==> src/rtl/keypad_scan.sv <==
// 4x4 matrix keypad scanner: drives one active-low column per slot, samples the rows
// at slot end, and debounces whole-matrix scans into single key events plus a hold level.
module keypad_scan #(
   parameter int CLK_DIV   = 100000,
   parameter int DEB_SCANS = 8
) (
   input  logic       clk,
   input  logic       rst,
   input  logic [3:0] row_n,
   output logic [3:0] col_n,
   output logic [3:0] key_code,
   output logic       key_valid,
   output logic       key_down
);

   localparam int DIV_W = (CLK_DIV > 1) ? $clog2(CLK_DIV) : 1;
   localparam int DEB_W = ($clog2(DEB_SCANS + 1) > 4) ? $clog2(DEB_SCANS + 1) : 4;
   localparam logic [DIV_W-1:0] DIV_LAST = DIV_W'(CLK_DIV - 1);
   localparam logic [DEB_W-1:0] DEB_LAST = DEB_W'(DEB_SCANS);

   typedef enum logic [1:0] {IDLE, CONFIRM, HELD, RELEASE} state_t;

   logic [DIV_W-1:0] div_cnt;
   logic [1:0]       col;
   logic [15:0]      snapshot;
   logic [15:0]      scan_bits;
   logic             slot_end;
   logic             scan_end;
   logic [4:0]       hit_count;
   logic [3:0]       hit_idx;
   logic             is_none;
   logic             is_single;

   state_t           state, state_nxt;
   logic [DEB_W-1:0] deb_cnt, deb_nxt;
   logic [3:0]       cand, cand_nxt;
   logic [3:0]       code_nxt;
   logic             valid_nxt;
   logic             down_nxt;

   assign slot_end = (div_cnt == DIV_LAST);
   assign scan_end = slot_end && (col == 2'd3);

   // Snapshot plus this slot's rows, so the final column is part of the scan result.
   always_comb begin
      scan_bits = snapshot;
      for (int r = 0; r < 4; r++) begin
         if (!row_n[r[1:0]]) scan_bits[{r[1:0], col}] = 1'b1;
      end
   end

   always_comb begin
      hit_count = 5'd0;
      hit_idx   = 4'd0;
      for (int k = 0; k < 16; k++) begin
         if (scan_bits[k[3:0]]) begin
            hit_count = hit_count + 5'd1;
            hit_idx   = k[3:0];
         end
      end
   end

   assign is_none   = (hit_count == 5'd0);
   assign is_single = (hit_count == 5'd1);

   always_ff @(posedge clk) begin
      if (rst) begin
         div_cnt  <= '0;
         col      <= 2'd0;
         col_n    <= 4'b1110;
         snapshot <= '0;
      end else if (slot_end) begin
         div_cnt  <= '0;
         col      <= col + 2'd1;
         col_n    <= ~(4'b0001 << (col + 2'd1));
         snapshot <= (col == 2'd3) ? 16'd0 : scan_bits;
      end else begin
         div_cnt  <= div_cnt + DIV_W'(1);
      end
   end

   always_ff @(posedge clk) begin
      if (rst) begin
         state     <= IDLE;
         deb_cnt   <= '0;
         cand      <= 4'd0;
         key_code  <= 4'd0;
         key_valid <= 1'b0;
         key_down  <= 1'b0;
      end else begin
         state     <= state_nxt;
         deb_cnt   <= deb_nxt;
         cand      <= cand_nxt;
         key_code  <= code_nxt;
         key_valid <= valid_nxt;
         key_down  <= down_nxt;
      end
   end

   // Debounce FSM only advances on scan boundaries; held state ignores rollover and ghosts.
   always_comb begin
      state_nxt = state;
      deb_nxt   = deb_cnt;
      cand_nxt  = cand;
      code_nxt  = key_code;
      valid_nxt = 1'b0;
      down_nxt  = key_down;
      if (scan_end) begin
         case (state)
            IDLE: begin
               if (is_single) begin
                  cand_nxt  = hit_idx;
                  deb_nxt   = DEB_W'(1);
                  state_nxt = CONFIRM;
               end
            end
            CONFIRM: begin
               if (is_single && hit_idx == cand) begin
                  if (deb_cnt + DEB_W'(1) == DEB_LAST) begin
                     code_nxt  = cand;
                     valid_nxt = 1'b1;
                     down_nxt  = 1'b1;
                     deb_nxt   = '0;
                     state_nxt = HELD;
                  end else begin
                     deb_nxt = deb_cnt + DEB_W'(1);
                  end
               end else begin
                  deb_nxt   = '0;
                  state_nxt = IDLE;
               end
            end
            HELD: begin
               if (is_none) begin
                  deb_nxt   = DEB_W'(1);
                  state_nxt = RELEASE;
               end
            end
            RELEASE: begin
               if (is_none) begin
                  if (deb_cnt + DEB_W'(1) == DEB_LAST) begin
                     down_nxt  = 1'b0;
                     deb_nxt   = '0;
                     state_nxt = IDLE;
                  end else begin
                     deb_nxt = deb_cnt + DEB_W'(1);
                  end
               end else begin
                  deb_nxt   = '0;
                  state_nxt = HELD;
               end
            end
            default: state_nxt = IDLE;
         endcase
      end
   end

endmodule

==> config.mk <==
export PLATFORM = sky130hd
export DESIGN_NAME = keypad_scan
export DESIGN_NICKNAME = d
export VERILOG_FILES = /design/src/rtl/keypad_scan.sv
export SDC_FILE = /design/constraint.sdc
export NUM_CORES = 1
export LEC_CHECK = 0
export CORE_MARGIN = 1.5
export CORE_UTILIZATION = 40
export CTS_CLUSTER_SIZE = 16
export DETAILED_ROUTE_END_ITERATION = 8
export PLACE_DENSITY = 0.67
export SKIP_LAST_GASP = 1
export SYNTH_ARGS = -nofsm -noshare
export SYNTH_HDL_FRONTEND = slang
export SYNTH_SLANG_ARGS = --single-unit
==> constraint.sdc <==
create_clock -name clk -period 26.5 [get_ports clk]
set_clock_uncertainty 0.15 [all_clocks]
set_input_delay 5.3 -clock clk [delete_from_list [all_inputs] [get_ports clk]]
set_output_delay 5.3 -clock clk [all_outputs]
set_load 0.005 [all_outputs]
After elaboration in Yosys (flattened, before gate mapping)
Index checks and enable logic that the tools add are counted.
Widths: inputs -> output; s select.
- mux-type cells: 63
- shift operators: 1
- reductions and logical operators: 16
- $add $sub $neg: 18
- equality and inequality tests: 16
- order comparisons: 8
- bitwise operators: 8
- operators with widths (kind ; count):
    $mux 16 ; 5
    $mux 4 ; 19
    $add 5x1->5 const B ; 15
    $mux 5 ; 15
    $add 17x1->17 const B ; 1
    $eq 17x17->1 const B ; 1
    $or 16x12->16 ; 1
    $or 16x16->16 ; 1
    $or 16x4->16 ; 1
    $or 16x8->16 ; 1
    $pmux 4 s4 ; 1
    $mux 2 ; 6
    $ne 2x2->1 const B ; 6
    $mux 1 ; 11
    $lt 4x5->1 const B ; 2
    $demux 1 s2 ; 4
    $ge 4x1->1 const B ; 2
    $pmux 2 s4 ; 1
    $eq 2x2->1 const B ; 3
    $logic_and 1x1->1 ; 6
    $ne 3x3->1 const B ; 2
    $reduce_and 3->1 ; 2
    $reduce_and 6->1 ; 1
    $eq 5x1->1 const B ; 1
    other kinds (20) ; 22
- word-level logic and storage cells: 140
- bits of input ports: 6
- output and inout port bits: 10
- register bits after elaboration: 55

Logic depth before layout (Yosys ltp)
Gate-level depths: netlist of the first run.
- depth after elaboration: 47
- depth in mapped cells: 57
- gate-level depth less buffers: 57

Least setup slack after synthesis of the first run
Ideal clock, no wire load.
- path kind: input -> register
- start: input row_n[0]
- end: register cand[0]
- cell stages on the path: 53
- slack: 11860 ps
- data required time: 26259 ps
- library setup time: 91 ps
- data arrival time: 14399 ps
- path buffers: 1
- path through: and2b_1 > nor2_1 > ha_1 > xnor2_1 > ha_1 > a21oi_1 > a211oi_1 > ha_1 > o21ai_0 > nand2_1 > ha_1 > a21bo_2 > nand2_1 > a21o_1 > ha_1 > a21oi_1 > a31oi_1 > nor2_1 > [17 not listed] > nand2_1 > ha_1 > nor2_1 > a21oi_1 > a21oi_1 > inv_1 > ha_1 > nor2_1 > a21oi_1 > ha_1 > xor2_1 > a32o_1 > nand2b_1 > mux2i_1 > and2b_1 > clkbuf_1 > a31oi_1 > a311oi_1
- word-level cells in the longest chain between the ends: 40
- elaborated cells between the ends (all ways): 55
- classes of those cells: add/sub (15); eq/ne (1); mux (35); bitwise (3); reduce/logical (1)
- ends and longest elaborated chain (item ; RTL line ; RTL):
    start, declared ; 9 ; input logic [3:0] row_n,
    $mux 16 * ; 48 ; if (!row_n[r[1:0]]) scan_bits[{r[1:0], col}] = 1'b1;
    $or 16x8->16 (no line) ; -- ;
    $mux 16 * ; 48 ;
    $or 16x12->16 (no line) ; -- ;
    $mux 16 * ; 48 ;
    $or 16x16->16 (no line) ; -- ;
    $mux 16 * ; 48 ;
    $mux 1 ; 56 ; if (scan_bits[k[3:0]]) begin
    [24 not listed] ; -- ;
    $add 5x1->5 ; 57 ; hit_count = hit_count + 5'd1;
    $mux 5 ; 56 ;
    $add 5x1->5 ; 57 ;
    $mux 5 ; 56 ;
    $add 5x1->5 ; 57 ;
    $mux 5 ; 56 ;
    $eq 5x1->1 ; 64 ; assign is_single = (hit_count == 5'd1);
    $reduce_and 3->1 (no line) ; -- ;
    end signal, assigned ; 93 ; cand <= cand_nxt;
    end, declared ; 36 ; logic [3:0] cand, cand_nxt;
Mark *: on every way between the ends. The rest lies on a longest branch, timed or not.
A chain may end at the register's enable or synchronous reset.

Final worst setup path of the first run
- start: input row_n[0]
- end: register cand[2]
The elaborated chain is that of the path after synthesis.

==> results by group, run 1 <==
Timing
  • Post-route setup TNS: 0 ns
  • Max transition margin: 0.322
  • Setup-failing EPs final: 0
  • Fin crit share: 0.615
  • RSZ-0062 raised after global routing: no
  • Final Hold Viols: 0
  • Final Slew Violations: 0
  • Worst-Margin Slew: 1.01 ns
  • Fin crit period: 16.29 ns
  • Fmax: 0.0614 GHz

Layout
  • Layout Cells excl Fill: 697
  • Diodes inserted: 0
  • Layout area overhead: 7.70%
  • Share of layout cells above drive strength 1: 0.0736
  • Most common cell after layout, fill and taps aside: nor2_1
  • Nets: 586
  • Most frequent cells in the layout: nor2_1, dfxtp_1, nand2_1

Global routing
  • Total congestion overflow: 0
  • First-pass GRT wire length: 17400 um
  • Largest net degree at the start of global routing: 27
  • Initial antenna violation count: 0
  • Vias in the first global route: 3727
  • GRT Total Usage: 0.179

Placement
  • Placed instance count: 689
  • Input/output buffers: 15
  • Final RePlAce weighted congestion: 0.869
  • Detail Placement HPWL: 7590 um

Logic synthesis
  • Post-Synth Simple-Gate Area: 0.237
  • Mapped Nets: 583
  • Synth Warn #: 0
  • Top_reg_cell synth: dfxtp_1
  • Sequential share of the synthesized area: 0.249
  • Post-Syn Area: 4420 sq um
  • Portion of netlist area occupied by mux cells: 0.0192
  • Main combinational cell family by area after synthesis: simple AND/OR/NAND/NOR gates
  • Complex-gate fraction of the synthesized area: 0.226
  • Post-synth cell types: 74
  • Post-synth EDFFs: 0
  • Synth Area in Adders: 0.0679
  • Mean Syn Cell Area: 8.00 sq um
  • Cells after Synth: 553
  • Synth Register Bits: 55
  • Synth async-reset ratio: 0
  • Xor/xnor share of the synthesized area: 0.156

Clocking
  • Worst skew pair latency: 0.31 ns
  • H-tree lvl count: 2
  • Clock Tree Buf Depth: 2
  • Worst-path clk slew: 0.09 ns
  • Post_cts resized: 0
  • TritonCTS clock tree: yes
  • Post-CTS Repair Setup Buffers: 0
  • Post-CTS Hold Buffers: 0
  • Clock buffer count from CTS: 5
  • CTS root buf: clkbuf_8
  • Clock Sinks: 55

Pwr
  • Worst VDD drop: 0.0291 mV
  • PwrDens: 33.3 nW/um^2
  • Leakage: 1.80 nW

Detailed routing
  • Post-Route WL: 10000 um
  • Via Count: 3910
  • Initial DRC Count: 179
  • Vias/cell: 5.61
  • Routed WL per cell: 14.4 um
  • Final ANT Viol Nets: 0
  • Drt pass-1 iters: 4
  • DRC: 0

Critical path
  • Worst setup SP type: input port
  • Crit path kind: in -> reg
  • Critical Path RT: 26.50 ns
  • Max incr delay on CP: 0.57 ns
  • Origin of the worst setup path: row_n[0]
  • Crit. End Element: flop
  • Worst Reg-to-Reg Cells: 55
  • Arr. time, crit path: 16.29 ns
  • R2r startpoint: col[1]
  • Worst-path fanout max: 12
  • Slowest cell on the critical path: clkdlybuf4s50_1
  • Cell mode on critical path: ha_1

Floorplanning
  • Ports: 16
  • Die Y: 108 um
  • Die width: 108 um
  • Die ar.: 11700 sq um
  • Num rows: 38
  • Initial core utilization: 0.410
  • Core ar.: 10800 sq um

Run status
  • Outcome: finished, final reports clean

Hold path
  • Hold path depth: 1
  • Hold Crit Class: reg -> reg
  • HP Start: div_cnt[0]

Job
  • MaxCap Viol Count: 0
-- synth_stat cells, drive strengths merged (5+ instances only) --
library cell  instances  share of area
clkbuf               12          0.010
inv                  30          0.025
ha                   24          0.068
a31oi                23          0.034
nand4                 9          0.013
a21oi                31          0.037
xor2                 26          0.057
nor2                 73          0.062
a211oi                5         0.0096
a21o                  6          0.010
nor2b                10          0.014
and3                  7         0.0099
dfxtp                55           0.25
xnor2                33          0.073
nand2                34          0.029
and4                  5         0.0099
nand3                19          0.022
nor3                 11          0.012
buf                   8         0.0093
o21ai                29          0.033
nand2b               12          0.019
o31a                  6          0.012
xnor3                 5          0.026
-- flip-flops by register name, summed over array words and instances (netlist names) --
name       count
key_valid      1
div_cnt       17
key_down       1
state          2
col            2
col_n          4
deb_cnt        4
cand           4
key_code       4
snapshot      16
-- per-stage QoR --
step	worst slack [ns]	cell area, sq um	power, mW	util	hold WS [ns]
after global placement	10.43	4670	0.113	0.433	0.279
after global routing	9.37	4760	0.167	0.441	0.344
after detailed placement	9.99	4670	0.114	0.433	0.313
after CTS	10.29	4760	0.160	0.441	0.326
after floorplan	11.86	4420	0.108	-	0.268
final	10.21	4760	0.159	0.441	0.317
-- layer usage --
| metal | vias up | global-route usage | share of wire |
|---|---|---|---|
| met5 | - | 0 | 0 |
| met4 | 0 | 0.0367 | 0.013 |
| met3 | 14 | 0.0199 | 0.031 |
| met2 | 69 | 0.316 | 0.48 |
| met1 | 1841 | 0.237 | 0.48 |
| li1 | 1986 | - | - |
-- final timing paths --
path                     end  slack (ns)
hold / removal    div_cnt[0]        0.32
setup / recovery     cand[2]       10.21
setup reg to reg     cand[2]       14.75
hold reg to reg   div_cnt[0]        0.32
-- final cells by class --
class,instances,area [sq um]
Fill cell,1073,6030
Multi-Input combinational cell,447,3120
Inverter,31,116
Clock inverter,3,18.8
Clock buffer,5,68.8
Sequential cell,55,1100
Timing Repair Buffer,16,158
Tap cell,140,175
-- where the power goes --
| group | internal [mW] | total [mW] | switching [mW] | leakage [nW] |
|---|---|---|---|---|
| clock | 0.0187 | 0.0459 | 0.0272 | 0.0483 |
| combinational | 0.0120 | 0.0295 | 0.0175 | 1.31 |
| sequential | 0.0830 | 0.0833 | 0.000281 | 0.444 |
-- worst max-delay path: cells and delay by family --
kind | cells | cell delay, ns
AO/OA/AOI/OAI | 16 | 2.64
XOR/XNOR | 2 | 0.31
adder cells (fa/ha/maj) | 14 | 4.02
buffers and inverters | 4 | 0.91
multiplexers | 4 | 1.12
AND/OR/NAND/NOR | 14 | 1.96
-- logic make-up (layout without fill, tap and decap cells) --
group	Yosys count	count (layout)
muxes	8	8
AOI/OAI and AO/OA	144	144
adders and majority gates	24	24
buffers and inverters	51	55
DFF	55	55
and+or+nand+nor	207	207
xor gates and xnor gates	64	64
No activity file was read; power rests on OpenSTA's default activity.
==> run 2: changes to the inputs <==
--- a/config.mk
+++ b/config.mk
@@ -9,7 +9,7 @@
 export CORE_UTILIZATION = 40
 export CTS_CLUSTER_SIZE = 16
 export DETAILED_ROUTE_END_ITERATION = 8
-export PLACE_DENSITY = 0.67
+export PLACE_DENSITY = 0.69
 export SKIP_LAST_GASP = 1
 export SYNTH_ARGS = -nofsm -noshare
 export SYNTH_HDL_FRONTEND = slang
==> constraint.sdc (replaced) <==
create_clock -name clk -period 14.58 [get_ports clk]
set_clock_uncertainty 0.15 [all_clocks]
set_input_delay 2.916 -clock clk [delete_from_list [all_inputs] [get_ports clk]]
set_output_delay 2.916 -clock clk [all_outputs]
set_load 0.005 [all_outputs]
==> run 2 against run 1 <==
Net effect:
- utilization hardly changed
- final area hardly changed
- sequential share of layout area hardly changed
- critical path type unchanged
==> results by group, run 2 (same netlist as run 1, synthesis figures left out) <==
Layout
  • Max reg flops: 17 (unchanged)
  • Diodes inserted: 0 (unchanged)
  • Share of layout cells above drive strength 1: 0.0717 (-0.00192)
  • Largest regs: div_cnt (17), snapshot (16)
  • Layout area overhead: 7.75% (about the same)
  • Most frequent cells in the layout: nor2_1, dfxtp_1, nand2_1
  • Nets: 587 (+0.17%)
  • Most common cell after layout, fill and taps aside: nor2_1
  • Biggest register: div_cnt

Floorplanning
  • Die Y: 108 um (unchanged)
  • Ports: 16 (unchanged)
  • Die ar.: 11700 sq um (unchanged)
  • Die width: 108 um (unchanged)
  • Num rows: 38 (unchanged)
  • Core ar.: 10800 sq um (unchanged)
  • Initial core utilization: 0.410 (unchanged)

Detailed routing
  • Routed WL per cell: 14.1 um (-2.3%)
  • Final ANT Viol Nets: 0 (unchanged)
  • Post-Route WL: 9820 um (-2.1%)
  • Initial DRC Count: 208 (+16%)
  • Vias/cell: 5.63 (+0.42%)
  • Drt pass-1 iters: 4 (unchanged)
  • DRC: 0 (unchanged)
  • Via Count: 3932 (+0.56%)

Job
  • MaxCap Viol Count: 0 (unchanged)

Critical path
  • Crit. End Element: flop
  • Delay-heaviest family, CP: adder cells
  • Worst-path fanout max: 12 (unchanged)
  • Arr. time, crit path: 13.72 ns (-2.57 ns)
  • Worst setup SP type: input port
  • Max incr delay on CP: 0.56 ns (about the same)
  • Critical Path RT: 14.64 ns (-11.86 ns)
  • Worst reg2reg setup slack: 3.06 ns (-11.69 ns)
  • Crit path kind: in -> reg
  • Slowest cell on the critical path: clkdlybuf4s50_1
  • Cell mode on critical path: ha_1
  • WP buf/inv: 4 (unchanged)

Pwr
  • PwrDens: 59.8 nW/um^2 (+79%)
  • Pwr Total: 285 uW (+80%)
  • Leakage: 1.80 nW (-0.11%)
  • Worst VDD drop: 0.0525 mV (+81%)

Clocking
  • Clock Sinks: 55 (unchanged)
  • Clock buffer count from CTS: 5 (unchanged)
  • Clock Tree Buf Depth: 2 (unchanged)
  • CTS root buf: clkbuf_8
  • Worst skew pair latency: 0.30 ns (about the same)
  • Post-CTS Repair Setup Buffers: 0 (unchanged)
  • H-tree lvl count: 2 (unchanged)
  • Worst-path clk slew: 0.09 ns (about the same)
  • Post-CTS Hold Buffers: 0 (unchanged)
  • TritonCTS clock tree: yes

Global routing
  • First-pass GRT wire length: 16900 um (-2.8%)
  • Initial antenna violation count: 0 (unchanged)
  • GRT Total Usage: 0.174 (-0.00530)
  • Largest net degree at the start of global routing: 27 (unchanged)
  • Vias in the first global route: 3675 (-1.4%)
  • Total congestion overflow: 0 (unchanged)

Timing
  • RSZ-0062 raised after global routing: no
  • Final Hold Viols: 0 (unchanged)
  • Fin crit share: 0.937
  • Max transition margin: 0.420 (+0.0988)
  • Setup-failing EPs final: 0 (unchanged)
  • Fin crit period: 13.67 ns
  • Final Slew Violations: 0 (unchanged)
  • Post-route setup TNS: 0 ns (unchanged)
  • Fmax: 0.0732 GHz
  • Worst-Margin Slew: 0.848 ns (-0.163 ns)

Placement
  • Input/output buffers: 15 (unchanged)
  • Detail Placement HPWL: 7410 um (-2.4%)
  • Final RePlAce weighted congestion: 0.883 (+1.5%)

Run status
  • Outcome: finished, final reports clean

Hold path
  • Hold Crit Class: reg -> reg
==> run 2: changes by cell type in the layout (fill, tap and decap cells not counted) <==
cell       delta
clkbuf_1      +2
a2111oi_0     -1
a2111oi_1     +1
buf_4         +1
clkinv_2      -1
inv_6         -1
==> run 2: path summary, 6_finish.rpt <==
kind	cells after the start	to	from
worst min register to register	1	div_cnt[0]	div_cnt[0]
worst max-delay path	54	key_code[2]	row_n[0]
worst min-delay path	1	div_cnt[0]	div_cnt[0]
worst max register to register	55	key_code[2]	col[0]
==> run 2: power breakdown <==
part	switching (mW)	leakage [nW]	internal, mW
combinational	0.0313	1.32	0.0219
clock	0.0464	0.0422	0.0338
sequential	0.000503	0.444	0.151
==> run 2: metrics by stage <==
step / worst slack [ns] / cells / utilization / hold WS, ns / cell area [sq um]
finish: 0.914 / 698 / 0.441 / 0.318 / 4760
global route: 0.0183 / 698 / 0.441 / 0.331 / 4760
CTS: 0.947 / 698 / 0.441 / 0.330 / 4760
detailed placement: 0.645 / 690 / 0.434 / 0.313 / 4680
global placement: 1.04 / 690 / 0.434 / 0.281 / 4680
floorplan: 2.32 / 553 / - / 0.268 / 4420
==> run 2: layer usage <==
layer | track usage | routed length (um)
met1 | 0.234 | 4790
met2 | 0.299 | 4600
met3 | 0.0193 | 318
met4 | 0.0385 | 112
met5 | 0 | 0
==> run 2: cell type report <==
type / instances / area (sq um)
Sequential cell: 55 / 1100
Tap cell: 140 / 175
Multi-Input combinational cell: 447 / 3130
Fill cell: 1078 / 6030
Timing Repair Buffer: 17 / 165
Clock buffer: 7 / 76.3
Clock inverter: 1 / 5.00
Inverter: 31 / 116
==> run 2: worst register-to-register path: cells and delay by family (launching register included) <==
family | cells | cell delay (ns)
xor gates and xnor gates | 2 | 0.33
muxes | 4 | 1.09
adders and majority gates | 15 | 4.42
AOI/OAI and AO/OA | 17 | 2.88
DFF | 1 | 0.47
buffers and inverters | 4 | 0.49
and+or+nand+nor | 13 | 1.62
==> run 2: what timing repair did <==
| item | in CTS | in global routing |
|---|---|---|
| endpoints found under the setup margin | 0 | 1 |
| gates resized for setup | 0 | 1 |
| hold endpoints to repair | 0 | 0 |
==> run 3: changes to the inputs <==
--- a/config.mk
+++ b/config.mk
@@ -6,10 +6,11 @@
 export NUM_CORES = 1
 export LEC_CHECK = 0
 export CORE_MARGIN = 1.5
-export CORE_UTILIZATION = 40
+export CORE_UTILIZATION = 56
 export CTS_CLUSTER_SIZE = 16
 export DETAILED_ROUTE_END_ITERATION = 8
-export PLACE_DENSITY = 0.69
+export MAX_ROUTING_LAYER = met4
+export PLACE_DENSITY = 0.88
 export SKIP_LAST_GASP = 1
 export SYNTH_ARGS = -nofsm -noshare
 export SYNTH_HDL_FRONTEND = slang
==> run 3 against run 2 <==
Net effect:
- global-route usage up 7.0 points
- count of clock-buffer cells in the layout down 2
- utilization up 18 points
- first-iteration DRC count up 31%
- total power up 6.7%
- via count up 2.3%
- final area down 0.29%
- combinational power up 2%
- clock power up 23%
- critical endpoint is now key_code[3]
==> results by group, run 3 (same netlist as run 1, synthesis figures left out) <==
Run status
  • Outcome: finished, final reports clean

Critical path
  • Max incr delay on CP: 0.76 ns (+0.20 ns)
  • Cell mode on critical path: ha_1
  • Critical Path RT: 14.65 ns (about the same)
  • Crit path kind: in -> reg
  • Worst reg2reg setup slack: 2.95 ns (-0.11 ns)
  • WP buf/inv: 5 (+1)
  • Slowest cell on the critical path: a2111oi_0
  • Worst setup SP type: input port
  • Delay-heaviest family, CP: adder cells
  • Arr. time, crit path: 13.86 ns (+0.14 ns)
  • Worst-path fanout max: 12 (unchanged)
  • Crit. End Element: flop

Timing
  • Post-route setup TNS: 0 ns (unchanged)
  • Setup WS post-layout: 0.786 ns (-0.128 ns)
  • Min Hold Slack: 0.302 ns (-0.0165 ns)
  • Worst-Margin Slew: 0.959 ns (+0.112 ns)
  • Final Slew Violations: 0 (unchanged)
  • Fin crit period: 13.79 ns (+0.128 ns)
  • Max transition margin: 0.344 (-0.0765)
  • Setup-failing EPs final: 0 (unchanged)
  • Final Hold Viols: 0 (unchanged)
  • Fmax: 0.0725 GHz (-0.93%)
  • Fin crit share: 0.946 (+0.00876)
  • RSZ-0062 raised after global routing: no

Pwr
  • Leakage: 1.81 nW (+0.51%)
  • Pwr Total: 304 uW (+6.7%)
  • Worst VDD drop: 0.0555 mV (+5.8%)
  • PwrDens: 64.0 nW/um^2 (+7.0%)

Layout
  • Diodes inserted: 0 (unchanged)
  • Reg area: 1100 sq um (unchanged)
  • Area of the multi-input gates: 3130 sq um (+0.28%)
  • Fin area: 4750 sq um (-0.29%)
  • Most common cell after layout, fill and taps aside: nor2_1
  • Layout Cells excl Fill: 659 (-5.6%)
  • Layout area overhead: 7.44%
  • Biggest register: div_cnt
  • Share of layout cells above drive strength 1: 0.0790 (+0.00731)
  • Core Util, Final: 0.618 (+0.177)
  • Fill cell total of the finished layout: 664 (-38%)
  • Max reg flops: 17 (unchanged)
  • Most frequent cells in the layout: nor2_1, dfxtp_1, nand2_1
  • Largest regs: div_cnt (17), snapshot (16)
  • Nets: 587 (unchanged)

Global routing
  • GRT Total Usage: 0.245 (+0.0703)
  • Initial antenna violation count: 0 (unchanged)
  • Total congestion overflow: 0 (unchanged)
  • Largest net degree at the start of global routing: 27 (unchanged)
  • First-pass GRT wire length: 16900 um (-0.17%)
  • Vias in the first global route: 3783 (+2.9%)

Detailed routing
  • Met3 wire length: 351 um (+10%)
  • Wire length on met1: 4470 um (-6.7%)
  • Via Count: 4023 (+2.3%)
  • Routed WL per cell: 15.0 um (+6.7%)
  • Initial DRC Count: 272 (+31%)
  • Post-Route WL: 9890 um (+0.73%)
  • Met2 routed WL: 4910 um (+6.7%)
  • Final ANT Viol Nets: 0 (unchanged)
  • Top Metal Used: met4
  • Drt pass-1 iters: 5 (+1)
  • DRC: 0 (unchanged)
  • Vias/cell: 6.10 (+8.4%)

Placement
  • Detail Placement HPWL: 7410 um (about the same)
  • Area after DPL: 4630 sq um (-1.0%)
  • Final RePlAce weighted congestion: 0.891 (+0.97%)
  • Dpl ws: 0.420 ns (-0.225 ns)
  • Input/output buffers: 15 (unchanged)
  • Placed instance count: 652 (-5.5%)

Clocking
  • Clock buffer count from CTS: 5 (unchanged)
  • Post-CTS Hold Buffers: 0 (unchanged)
  • TritonCTS clock tree: yes
  • H-tree lvl count: 2 (unchanged)
  • Worst-path clk slew: 0.10 ns (about the same)
  • Clock Tree Buf Depth: 2 (unchanged)
  • Worst skew pair latency: 0.31 ns (about the same)
  • Post-CTS Repair Setup Buffers: 0 (unchanged)
  • CTS root buf: clkbuf_8
  • Post_cts resized: 0 (unchanged)
  • Clock Sinks: 55 (unchanged)

Hold path
  • Hold Crit Class: reg -> reg

Floorplanning
  • Die width: 91.9 um (-15%)
  • Num rows: 32 (-16%)
  • Die ar.: 8440 sq um (-28%)
  • Core ar.: 7690 sq um (-29%)
  • Initial core utilization: 0.575 (+0.166)
  • Ports: 16 (unchanged)
  • Die Y: 91.9 um (-15%)

Job
  • MaxCap Viol Count: 0 (unchanged)
run 3: cell types whose count changed in the layout (fill, tap and decap cells not counted), sizes merged:
cell,before,now
clkinv,2,1
bufinv,0,1
clkbuf,7,5
clkinvlp,0,1
run 3: final cells by class:
class                   instances  area share
inverters                      31      0.0245
flip-flops and latches         55       0.232
multi-input cells             447       0.660
repair buffers                 17      0.0348
clock inverters                 2     0.00790
clock buffers                   5      0.0145
well taps                     102      0.0269
run 3: final timing paths:
check,start,endpoint,depth (start not counted)
hold / removal,div_cnt[0],div_cnt[0],1
setup reg to reg,col[0],key_code[3],54
setup / recovery,row_n[0],key_code[3],53
hold reg to reg,div_cnt[0],div_cnt[0],1
run 3: metal layers:
metal	vias up	track usage
li1	1989	-
met1	1905	0.301
met2	110	0.417
met3	19	0.0257
met4	0	0.0833
met5	-	-
run 3: power by group:
part	switching (mW)	internal, mW
combinational	0.0323	0.0219
clock	0.0482	0.0502
sequential	0.000480	0.151
total	0.0810	0.223
run 3: worst reg2reg max path: cells and delay by family (launching register included):
kind                       cells  cell delay [ns]
DFF                            1             0.46
adders and majority gates     14             4.02
xor gates and xnor gates       1             0.20
buffers and inverters          5             0.52
AOI/OAI and AO/OA             17             3.50
muxes                          4             1.10
and+or+nand+nor               13             1.58
